<file path="config.mk">
export PLATFORM = sky130hd
export DESIGN_NAME = nanov_spi_arbiter
export DESIGN_NICKNAME = d
export VERILOG_FILES = /design/src/rtl/nanov_spi_arbiter_pkg.sv /design/src/rtl/nanov_spi_arbiter.sv
export SDC_FILE = /design/constraint.sdc
export NUM_CORES = 1
export LEC_CHECK = 0
export CAP_MARGIN = 5
export CORE_MARGIN = 2
export CORE_UTILIZATION = 48
export DETAILED_ROUTE_END_ITERATION = 6
export PLACE_DENSITY = 0.88
export SYNTH_ARGS = -nofsm -noshare
export SYNTH_HDL_FRONTEND = slang
export SYNTH_SLANG_ARGS = --single-unit
</file>
<file path="constraint.sdc">
create_clock -name clk -period 2.3 [get_ports clk]
set_input_delay 0.345 -clock clk [delete_from_list [all_inputs] [get_ports clk]]
set_output_delay 0.345 -clock clk [all_outputs]
set_load 0.03 [all_outputs]
</file>
<file path="src/rtl/nanov_spi_arbiter_pkg.sv">
// Shared types and constants for the nanoV SPI bus arbiter.
package nanov_spi_arbiter_pkg;

  typedef enum logic [1:0] {
    ST_IDLE = 2'd0,
    ST_OWN0 = 2'd1,
    ST_OWN1 = 2'd2,
    ST_GAP  = 2'd3
  } arb_state_e;

  localparam int REQ_CPU = 0;
  localparam int REQ_AUX = 1;

  // One counter serves both the CS gap and the hold timer, so size it for the larger.
  function automatic int cnt_width(input int gap, input int hold);
    int m;
    m = (gap > hold) ? gap : hold;
    if (m < 1) m = 1;
    return $clog2(m + 1);
  endfunction

endpackage

</file>
<file path="src/rtl/nanov_spi_arbiter.sv">
// Two-requester SPI pad arbiter with chip-select gap and advisory yield.
// Define NANOV_SPI_ARB_RR_EN for round-robin tie-break; otherwise requester 0 wins ties.
module nanov_spi_arbiter
  import nanov_spi_arbiter_pkg::*;
#(
  parameter int CS_GAP   = 2,
  parameter int MAX_HOLD = 64
) (
  input  logic       clk,
  input  logic       rstn,
  input  logic       req0,
  input  logic       req1,
  output logic       gnt0,
  output logic       gnt1,
  output logic       yield0,
  output logic       yield1,
  input  logic       sel0,
  input  logic       sel1,
  input  logic       out0,
  input  logic       out1,
  input  logic       clk_en0,
  input  logic       clk_en1,
  output logic       in0,
  output logic       in1,
  output logic       spi_select,
  output logic       spi_out,
  output logic       spi_clk_enable,
  input  logic       spi_data_in,
  output arb_state_e state_dbg
);

  localparam int              CNT_W    = cnt_width(CS_GAP, MAX_HOLD);
  localparam logic [CNT_W-1:0] GAP_LD   = CNT_W'(CS_GAP);
  localparam logic [CNT_W-1:0] HOLD_MAX = CNT_W'(MAX_HOLD);
  localparam logic [CNT_W-1:0] CNT_ONE  = CNT_W'(1);

  arb_state_e       state_q, state_d;
  logic [CNT_W-1:0] cnt_q, cnt_d;
  logic             own_req;
  logic             tie_pick1;

`ifdef NANOV_SPI_ARB_RR_EN
  logic last_q;

  // Remembers who was granted last so a tie goes to the other side.
  always_ff @(posedge clk or negedge rstn) begin
    if (!rstn) begin
      last_q <= 1'b1;
    end else if (state_q == ST_IDLE && state_d == ST_OWN0) begin
      last_q <= 1'b0;
    end else if (state_q == ST_IDLE && state_d == ST_OWN1) begin
      last_q <= 1'b1;
    end
  end

  assign tie_pick1 = ~last_q;
`else
  assign tie_pick1 = 1'b0;
`endif

  always_ff @(posedge clk or negedge rstn) begin
    if (!rstn) begin
      state_q <= ST_IDLE;
      cnt_q   <= '0;
    end else begin
      state_q <= state_d;
      cnt_q   <= cnt_d;
    end
  end

  assign own_req = (state_q == ST_OWN0) ? req0 : req1;

  // In OWNx the counter is the hold timer; in GAP it counts down the CS-high gap.
  always_comb begin
    state_d = state_q;
    cnt_d   = cnt_q;
    case (state_q)
      ST_IDLE: begin
        cnt_d = '0;
        if (req0 && req1) begin
          state_d = tie_pick1 ? ST_OWN1 : ST_OWN0;
        end else if (req0) begin
          state_d = ST_OWN0;
        end else if (req1) begin
          state_d = ST_OWN1;
        end
      end
      ST_OWN0, ST_OWN1: begin
        if (!own_req) begin
          state_d = (CS_GAP == 0) ? ST_IDLE : ST_GAP;
          cnt_d   = GAP_LD;
        end else if (cnt_q != HOLD_MAX) begin
          cnt_d = cnt_q + CNT_ONE;
        end
      end
      ST_GAP: begin
        if (cnt_q != '0) cnt_d = cnt_q - CNT_ONE;
        if (cnt_q <= CNT_ONE) state_d = ST_IDLE;
      end
      default: begin
        state_d = ST_IDLE;
        cnt_d   = '0;
      end
    endcase
  end

  // Pads follow the owner combinationally; the bus is parked deselected otherwise.
  always_comb begin
    gnt0           = 1'b0;
    gnt1           = 1'b0;
    in0            = 1'b0;
    in1            = 1'b0;
    spi_select     = 1'b1;
    spi_out        = 1'b0;
    spi_clk_enable = 1'b0;
    case (state_q)
      ST_OWN0: begin
        gnt0           = 1'b1;
        spi_select     = sel0;
        spi_out        = out0;
        spi_clk_enable = clk_en0;
        in0            = spi_data_in;
      end
      ST_OWN1: begin
        gnt1           = 1'b1;
        spi_select     = sel1;
        spi_out        = out1;
        spi_clk_enable = clk_en1;
        in1            = spi_data_in;
      end
      default: ;
    endcase
    yield0 = gnt0 && req1 && (cnt_q == HOLD_MAX);
    yield1 = gnt1 && req0 && (cnt_q == HOLD_MAX);
  end

  assign state_dbg = state_q;

endmodule

</file>
* Word-level counts from Yosys, hierarchy flattened
Cells that the tools add are included.
** Operators by class
- Add/sub/neg operators :: 2
- Multiplexer cells :: 18
- Equality and inequality tests :: 10
- Reductions and logical operators :: 10
- Order comparisons :: 1
** Operators with widths (count)
- 7-bit 2-to-1 mux :: 3
- 7-bit one-hot mux with 3 select lines :: 1
- 2-bit 2-to-1 mux :: 5
- 7-bit by 1-bit adder with 7-bit output, second input constant :: 1
- 7-bit == test, second input constant :: 1
- 7-bit by 1-bit <= comparator with 1-bit output, second input constant :: 1
- 7-bit != test, second input constant :: 1
- 7-bit nonzero test :: 1
- 7-bit by 1-bit subtractor with 7-bit output, second input constant :: 1
- 2-bit != test, second input constant :: 3
- 1-bit one-hot mux with 2 select lines :: 3
- 2-bit one-hot mux with 3 select lines :: 1
- 1-bit logical AND :: 5
- 1-bit 2-to-1 mux :: 5
- 2-bit == test, second input constant :: 2
- 4-bit != test, second input constant :: 1
- 3-bit != test, second input constant :: 1
- 3-bit AND reduction :: 1
- 2-bit by 1-bit == test with 1-bit output, second input constant :: 1
- 2-bit zero test :: 1
- 2-bit AND reduction :: 1
- 2-bit OR reduction :: 1
** Storage, ports and cells
- Register bits after elaboration :: 9
- Input bits :: 11
- Output and inout port bits :: 11

* Longest topological paths before layout
Gate-level depths: netlist of the first run.
- Depth after elaboration :: 4
- Depth in mapped cells :: 6
- Depth with buffers taken out :: 6

* Worst setup path before layout of the first run
Ideal clock, no wire load.
- Path type :: register -> register
- From :: reg state_q[1], in the netlist state_dbg[1]
- To :: reg cnt_q[0]
- Required time :: 2.179 ns
- Stages on the path, launching flop included :: 7
- Slack :: 0.084 ns
- Setup time :: 0.121 ns
- Data arrival time :: 2.095 ns
- Cells stage by stage :: dfrtp_1 > inv_1 > ha_1 > mux2_4 > a31o_1 > and2_4 > a22o_1
** Between the ends
- Word-level cells in the longest chain between the ends :: 4
- Elaborated cells between the ends (all ways) :: 11
** RTL lines
- from (decl) :: line nanov_spi_arbiter.sv:37 : arb_state_e state_q, state_d;
- from (signal assigned) :: line nanov_spi_arbiter.sv:66 : state_q <= state_d;
- 2-bit by 1-bit == test with 1-bit output / 2-bit == test (equally long branches) :: line nanov_spi_arbiter.sv:71, nanov_spi_arbiter.sv:77
- 1-bit 2-to-1 mux / 2-bit OR reduction (equally long branches) :: line nanov_spi_arbiter.sv:71, nanov_spi_arbiter.sv:77
- 7-bit 2-to-1 mux / 3-bit != test (equally long branches)
- 7-bit one-hot mux with 3 select lines / 2-bit AND reduction (equally long branches)
- to (signal assigned) :: line nanov_spi_arbiter.sv:67 : cnt_q <= cnt_d;
- to (decl) :: line nanov_spi_arbiter.sv:38 : logic [CNT_W-1:0] cnt_q, cnt_d;
Parallel ways exist; a longest one is shown, timed or not.
A chain may end at the register's enable or synchronous reset.

* Worst setup path after layout of the first run
- From :: reg cnt_q[5]
- To :: out yield0
** Between the ends
- Word-level cells in the longest chain between the ends :: 2
** RTL lines
- 7-bit == test :: line nanov_spi_arbiter.sv:133 : yield0 = gnt0 && req1 && (cnt_q == HOLD_MAX);
- 1-bit logical AND :: line nanov_spi_arbiter.sv:133
- to (decl) :: line nanov_spi_arbiter.sv:15 : output logic yield0,
Every way passes these cells.

==> results.yml, run 1 <==
final_layout:
  synthToLayoutAreaGrowth_pct: 31.4
  nFillCells: 139
  drive_gt1_frac: 0.135
  nets: 147
  fin_area_um2: 1180
  diodes: 0
global_routing:
  grt_pass1_wl_mm: 3.80
  track_usage: 0.242
  grt_max_degree: 12
  grt_pass1_vias: 860
  antenna_found_initial: 0
  overflow: 0
timing:
  setup_tns_ns: 0
  timing.fmax_mhz: 452
  setup_viol: 0
  finClkSkew_ns: 0.00794
  fin_crit_sh: 0.963
  rsz0062_at_grt: "false"
  drv_slew: 0
  relSlewSlack: 0.695
  tightest_slew_ns: 0.456
  period_minus_slack_ns: 2.21
  fin_ws_ns: 0.0862
  finalHoldViolations: 0
clocking:
  clk_transition_reported_paths_ns: 0.07
  clock_latency_ns: 0.26
  cts-root-buf: "clkbuf_4"
  cts_tree: "yes"
  cts_buffer_depth: 2
  htree_levels: 1
  cts-buffers-inserted: 3
  cts.sinks: 9
yosys:
  synth.area.top_cells: "dfrtp_1 25%, ha_1 13%, and3_1 4.2%"
  ys_seq_area_frac: 0.250
  synthFlopType: "dfrtp_1"
  synth_fa_ha_area_frac: 0.125
  netlist_instances: 99
  syn-cell-area_um2: 901
  synth_common_cells: "9 x dfrtp_1, 9 x ha_1, 7 x nor2_1"
  muxShareOfSynthArea: 0.0500
  async_reset_ff_frac: 1.00
  synth_compound_area_frac: 0.271
  synth_top_area_frac: 0.250
  yosys.area_share.xor_xnor: 0.00972
  syn_area_per_cell_um2: 9.10
  synth_area_leader_cell: "dfrtp_1"
  synth_seq_cells: 9
  synth_warnings: 0
  yosys.area_share.simple: 0.242
  syn_nets: 119
  synthDistinctLibCells: 45
  synth_edf_count: 0
  synth_top_family_by_area: "compound AO/OA/AOI/OAI gates"
placement:
  place_hpwl_mm: 1.92
  gp_congestion: 0.870
  pre_cts_slack_ns: 0.106
  placed_cell_area_um2: 1160
  portBuffers: 21
floorplanning:
  io_pins: 22
  start_util: 0.516
  row_count: 15
  die_w_um: 47.3
  die-area_um2: 2240
  core_area_um2: 1750
  die_h_um: 47.3
critical_path:
  cp-end-kind: "primary output"
  cpPeakStageDelay_ns: 0.46
  path_class: "reg2out"
  worst_ep_arrival_time_ns: 1.87
  cp-startpoint: "cnt_q[5]"
  path_cells: "nor4_4 -> and3_1 -> and3_1 -> dlygate4sd2_1"
  cp.required_ns: 1.96
  critical_path.max_fanout: 6
  reg2reg_from: "state_dbg[1]"
  critPathSlowestCell: "dfrtp_1"
  critical_path.startpoint_type: "flip-flop"
  cp_common_cell: "and3_1"
power_and_ir_drop:
  peakVddDrop_mv: 0.883
  switchingPower_w: 0.000927
  p_int_w: 0.000892
  combPwrFrac: 0.771
  leakage_nw: 0.565
  p_sw_frac: 0.510
  seq_power_share: 0.161
  p_per_area_nw_per_um2: 1540
  clock_power_share: 0.068
route:
  vias: 938
  dr.pass1.iters: 4
  drc_errors: 0
  drt_iter0_markers: 37
  ant_nets: 0
  route.final.wire_length_mm: 2.44
  wire_per_inst_um: 16.2
  viasPerCell: 6.21
job:
  maxCapViolCount: 0
worst_hold_path:
  hold_class: "in2async"
run_status:
  status: "finished clean"
[logic make-up (layout without fill, tap and decap cells)]
logic type	after synthesis	after routing
fa+ha+maj	9	9
compound gates	31	31
buf+inv	10	37
flops	9	9
mux	4	4
xor+xnor	1	1
simple gates	35	35
[worst max-delay path, delay by kind of cell, from the launching register on]
kind | cells | cell delay (ns)
buffers and inverters | 1 | 0.39
DFF | 1 | 0.46
and+or+nand+nor | 3 | 0.75
[power groups by stage]
| stage | sequential [W] | clock, W | combinational (W) |
|---|---|---|---|
| global placement | 0.000288 | 0 | 0.00138 |
| finish | 0.000293 | 0.000124 | 0.00140 |
| CTS | 0.000293 | 0.000128 | 0.00140 |
| detailed placement | 0.000295 | 0 | 0.00142 |
| floorplan | 0.000328 | 0 | 0.000962 |
| global route | 0.000300 | 0.000136 | 0.00152 |
[registers in the layout (all words and copies together) (netlist names)]
signal	cells
state_dbg	2
cnt_q	7
[stage by stage]
step                      power, W  instances   util  hold slack (ns)
after floorplan            0.00129         99      -           0.0494
final                      0.00182        151  0.678            0.393
after detailed placement   0.00171        147  0.666            0.664
after global routing       0.00196        151  0.678            0.422
after global placement     0.00167        147  0.666            0.651
after CTS                  0.00182        151  0.677            0.404
[layout by cell type, fill, tap and decap left out, drive strengths merged, types with 4 or more instances in the layout]
cell,synthesis,layout
nor2,7,7
and2,5,5
ha,9,9
dlygate4sd2,0,6
and3,6,6
clkdlybuf4s50,0,14
inv,6,6
nand3,4,4
dfrtp,9,9
buf,3,6
clkbuf,1,4
a21oi,5,5
[cell type report]
class / instances / area (um2) / share of cell area
multi-input cells: 80 / 628 / 0.531
clock buffers: 4 / 26.3 / 0.0222
inverters: 6 / 22.5 / 0.0190
flip-flops and latches: 9 / 225 / 0.190
repair buffers: 27 / 250 / 0.211
well taps: 25 / 31.3 / 0.0264
[path summary, 6_finish.rpt]
check                      slack (ns)      endpoint  depth (start not counted)
setup / recovery                 0.09        yield0                          4
hold / removal                   0.39      cnt_q[6]                          1
setup reg to reg                 0.24      cnt_q[6]                          6
hold reg to reg                  0.66  state_dbg[1]                          2
max in group asynchronous        1.59  state_dbg[0]                          1
min in group clk                 0.66  state_dbg[1]                          2
[per-layer routing]
metal / vias up / part of all wire / track usage
li1: 429 / - / -
met1: 432 / 0.39 / 0.322
met2: 67 / 0.49 / 0.365
met3: 10 / 0.089 / 0.0654
met4: 0 / 0.031 / 0.106
met5: - / 0 / 0
[what timing repair did]
action / in CTS / in global routing
resized for setup: 6 / 1
hold buffers: 0 / 0
endpoints found under the setup margin: 6 / 1
setup buffers: 0 / 0
No activity file was read; power rests on OpenSTA's default activity.
==> inputs of run 2 (changes only) <==
--- a/config.mk
+++ b/config.mk
@@ -9,6 +9,7 @@
 export CORE_MARGIN = 2
 export CORE_UTILIZATION = 48
 export DETAILED_ROUTE_END_ITERATION = 6
+export GPL_TIMING_DRIVEN = 0
 export PLACE_DENSITY = 0.88
 export SYNTH_ARGS = -nofsm -noshare
 export SYNTH_HDL_FRONTEND = slang
==> results.yml, run 2 (synthesis gave the netlist of run 1 again) <==
critical_path:
  path_class: "reg2out"
  cp-end-kind: "primary output"
  worst_ep_arrival_time_ns: 1.85
  critical_path.max_fanout: 8
  rrSetupSlack_ns: 0.22
  worstRegToRegCells: 6
  critical_path.startpoint_type: "flip-flop"
  r2r_end: "cnt_q[6]"
  cp.required_ns: 1.96
  reg2reg_from: "state_dbg[1]"
final_layout:
  diodes: 0
  regMostFlops: "cnt_q"
  drive_gt1_frac: 0.122
  synthToLayoutAreaGrowth_pct: 30.7
  nFillCells: 139
  multi_input_area_um2: 641
  nets: 144
  fin_area_um2: 1180
  register_area_um2: 225
  largest_reg_flops: 7
  mostFrequentLayoutCells: "12 x clkdlybuf4s50_1, 9 x dfrtp_1, 8 x ha_1"
  mostFrequentLayoutCell: "clkdlybuf4s50_1"
route:
  drc_errors: 0
  vias: 890
  wire_per_inst_um: 15.3
  route.final.wire_length_mm: 2.26
  drt_iter0_markers: 25
  dr.pass1.iters: 4
  ant_nets: 0
  viasPerCell: 6.01
floorplanning:
  die_h_um: 47.3
  die-area_um2: 2240
  start_util: 0.516
  row_count: 15
  die_w_um: 47.3
  io_pins: 22
  core_area_um2: 1750
power_and_ir_drop:
  p_per_area_nw_per_um2: 1520
  leakage_nw: 0.578
  peakVddDrop_mv: 0.924
global_routing:
  overflow: 0
  grt_max_degree: 11
  antenna_found_initial: 0
  track_usage: 0.223
  grt_pass1_wl_mm: 3.55
  grt_pass1_vias: 888
timing:
  drv_slew: 0
  period_minus_slack_ns: 2.19
  finalHoldViolations: 0
  timing.fmax_mhz: 456
  fin_crit_sh: 0.952
  rsz0062_at_grt: "false"
  setup_viol: 0
  relSlewSlack: 0.725
  setup_tns_ns: 0
  finClkSkew_ns: 0.00315
  tightest_slew_ns: 0.412
clocking:
  cts_buffer_depth: 2
  clock_latency_ns: 0.26
  post-cts-setup-buffer-count: 0
  cts.sinks: 9
  cts-root-buf: "clkbuf_4"
  cts-buffers-inserted: 3
  cts_tree: "yes"
  clk_transition_reported_paths_ns: 0.06
  htree_levels: 1
worst_hold_path:
  hold_class: "in2async"
placement:
  placed_cell_area_um2: 1140
  portBuffers: 21
  place_hpwl_mm: 1.81
  gp_congestion: 0.883
job:
  maxCapViolCount: 0
run_status:
  status: "finished clean"
## run 2: cell count changes in the layout (fill, tap and decap cells not counted), sizes merged
cell / change
dlymetal6s2s: +2
buf: -3
clkdlybuf4s50: -2
## run 2: what timing repair did
action	4_1_cts	5_1_grt
gates resized for setup	7	4
hold buffers	0	0
endpoints found under the setup margin	6	2
## run 2: worst max path at each step
stage | depth (start not counted) | slack [ns] | endpoint | from
5_1_grt | 5 | 0.01 | yield1 | cnt_q[2]
6_report | 5 | 0.11 | spi_select | state_dbg[0]
2_1_floorplan | 6 | 0.08 | cnt_q[0] | state_dbg[1]
4_1_cts | 5 | 0.01 | spi_select | state_dbg[1]
3_5_place_dp | 5 | -0.01 | spi_select | state_dbg[0]
3_3_place_gp | 6 | 0.03 | yield1 | cnt_q[0]
## run 2: through the flow
stage / setup slack [ns] / hold slack [ns] / std cells / total power (W) / util
5_1_grt: 0.0126 / 0.412 / 148 / 0.00193 / 0.675
3_5_place_dp: -0.00979 / 0.668 / 145 / 0.00167 / 0.654
3_3_place_gp: 0.0298 / 0.654 / 145 / 0.00161 / 0.654
2_1_floorplan: 0.0837 / 0.0494 / 99 / 0.00129 / -
4_1_cts: 0.0131 / 0.396 / 148 / 0.00177 / 0.665
6_report: 0.109 / 0.383 / 148 / 0.00179 / 0.675
## run 2: worst max-delay path, stage by stage (launching register included)
cell	delay, ns
dfrtp_1	0.40
inv_1	0.13
ha_4	0.33
inv_1	0.09
a221o_1	0.27
dlygate4sd2_1	0.36
## run 2: layout make-up
| class | instances | share of cell area |
|---|---|---|
| tap | 25 | 0.0266 |
| clock buffer | 4 | 0.0223 |
| multi-input combinational | 80 | 0.544 |
| sequential | 9 | 0.191 |
| inverter | 6 | 0.0191 |
| timing repair buffer | 21 | 0.179 |
| buffer | 3 | 0.0181 |
## run 2: metal layers
layer  global-route usage  up-vias  wire, um
met5                    0        -         0
met4               0.0889        0        54
met3               0.0654        6        68
met2                0.384       24      1170
met1                0.258      437       971
li1                     -      423         -
## run 2: where the power goes
group	internal [W]	switching, W
clock network	0.0000667	0.0000522
registers	0.000224	0.0000981
logic	0.000585	0.000768
total	0.000876	0.000918
==> inputs of run 3 (changes only) <==
--- a/config.mk
+++ b/config.mk
@@ -6,11 +6,12 @@
 export NUM_CORES = 1
 export LEC_CHECK = 0
 export CAP_MARGIN = 5
+export CORE_ASPECT_RATIO = 0.8
 export CORE_MARGIN = 2
-export CORE_UTILIZATION = 48
+export CORE_UTILIZATION = 39
 export DETAILED_ROUTE_END_ITERATION = 6
 export GPL_TIMING_DRIVEN = 0
-export PLACE_DENSITY = 0.88
+export PLACE_DENSITY = 0.75
 export SYNTH_ARGS = -nofsm -noshare
 export SYNTH_HDL_FRONTEND = slang
 export SYNTH_SLANG_ARGS = --single-unit
==> results.yml, run 3 (synthesis gave the netlist of run 1 again) <==
global_routing:
  track_usage: 0.186
  grt_max_degree: 11
  grt_pass1_wl_mm: 3.74
  overflow: 0
  grt_pass1_vias: 812
  antenna_found_initial: 0
power_and_ir_drop:
  p_sw_frac: 0.514
  seq_power_share: 0.175
  combPwrFrac: 0.752
  clock_power_share: 0.072
  p_int_w: 0.000886
  p_per_area_nw_per_um2: 1550
  leakage_nw: 0.559
  switchingPower_w: 0.000936
  peakVddDrop_mv: 0.789
final_layout:
  regMostFlops: "cnt_q"
  layoutNonFillerInstCount: 148
  nets: 144
  diodes: 0
  multi_input_area_um2: 641
  nFillCells: 191
  mostFrequentLayoutCells: "13 x clkdlybuf4s50_1, 9 x dfrtp_1, 8 x ha_1"
  mostFrequentLayoutCell: "clkdlybuf4s50_1"
  fin_area_um2: 1180
  largest_reg_flops: 7
  synthToLayoutAreaGrowth_pct: 30.7
  register_area_um2: 225
  drive_gt1_frac: 0.122
clocking:
  post-cts-setup-buffer-count: 0
  cts.sinks: 9
  htree_levels: 1
  cts-buffers-inserted: 3
  cts_buffer_depth: 2
  clk_transition_reported_paths_ns: 0.07
  cts_tree: "yes"
  cts-root-buf: "clkbuf_4"
  clock_latency_ns: 0.27
critical_path:
  path_buf_inv: 2
  cpPeakStageDelay_ns: 0.72
  worst_ep_arrival_time_ns: 1.87
  critical_path.startpoint_type: "flip-flop"
  cp.required_ns: 1.96
  path_cells: "inv_1 -> ha_1 -> clkdlybuf4s50_1"
  crit_family: "buffers and inverters"
  critPathSlowestCell: "clkdlybuf4s50_1"
  path_class: "reg2out"
  critical_path.max_fanout: 6
  cp-end-kind: "primary output"
timing:
  timing.fmax_mhz: 452
  finClkSkew_ns: 0.00424
  period_minus_slack_ns: 2.21
  drv_slew: 0
  relSlewSlack: 0.718
  setup_viol: 0
  finalHoldViolations: 0
  fin_crit_sh: 0.962
  rsz0062_at_grt: "true"
  tightest_slew_ns: 0.422
  setup_tns_ns: 0
route:
  drc_errors: 0
  dr.pass1.iters: 4
  wire_per_inst_um: 15.8
  viasPerCell: 6.02
  ant_nets: 0
  vias: 891
  route.final.wire_length_mm: 2.34
  drt_iter0_markers: 33
placement:
  place_inst: 145
  place_hpwl_mm: 1.83
  placed_cell_area_um2: 1140
  portBuffers: 21
  gp_congestion: 0.836
floorplanning:
  io_pins: 22
  row_count: 15
  core_area_um2: 2180
  die-area_um2: 2710
  die_h_um: 47.0
  die_w_um: 57.7
  start_util: 0.414
worst_hold_path:
  hold_class: "in2async"
run_status:
  status: "finished clean"
job:
  maxCapViolCount: 0
==> run 3: path summary, 6_finish.rpt <==
check,start,slack [ns],to,cells after the start
min,rstn,0.37,cnt_q[4],1
max in group asynchronous,rstn,1.63,state_dbg[0],1
min reg2reg,cnt_q[1],0.69,cnt_q[1],2
max reg2reg,state_dbg[1],0.18,cnt_q[6],6
min in group clk,cnt_q[1],0.69,cnt_q[1],2
max,state_dbg[0],0.09,gnt1,3
==> run 3: routing by layer <==
| metal | vias to the layer above | GRT usage | wire length, um | share of wire |
|---|---|---|---|---|
| met1 | 432 | 0.240 | 1080 | 0.46 |
| met2 | 28 | 0.298 | 1130 | 0.48 |
| met3 | 4 | 0.0523 | 100 | 0.043 |
| li1 | 427 | - | - | - |
| met5 | - | 0 | 0 | 0 |
| met4 | 0 | 0.0837 | 30 | 0.013 |
==> run 3: area by class of cell <==
class	count	share of cell area
multi-input cells	80	0.544
flip-flops and latches	9	0.191
repair buffers	21	0.179
well taps	25	0.0266
clock buffers	4	0.0223
inverters	6	0.0191
plain buffers	3	0.0181
==> run 3: repair_timing <==
| action | CTS | global route |
|---|---|---|
| gates resized for setup | 7 | 5 |
| hold buffers | 0 | 0 |
| cloned | 0 | 0 |
| setup endpoints to repair | 6 | 5 |
| endpoints found under the hold margin | 0 | 0 |
==> run 3: metrics by stage <==
stage	worst slack, ns	hold slack [ns]	power, W	utilization
3_3_place_gp	0.0420	0.647	0.00163	0.525
4_1_cts	0.00323	0.392	0.00179	0.533
2_1_floorplan	0.0837	0.0494	0.00129	-
6_report	0.0875	0.369	0.00182	0.541
3_5_place_dp	0.00900	0.673	0.00168	0.525
5_1_grt	0.000663	0.412	0.00197	0.541
==> run 3: power by group through the flow <==
stage                     clock [W]  sequential, W  combinational (W)
after floorplan                   0       0.000328           0.000962
after global placement            0       0.000307            0.00132
after detailed placement          0       0.000310            0.00137
after CTS                  0.000136       0.000317            0.00133
after global routing       0.000144       0.000333            0.00149
final                      0.000131       0.000320            0.00137
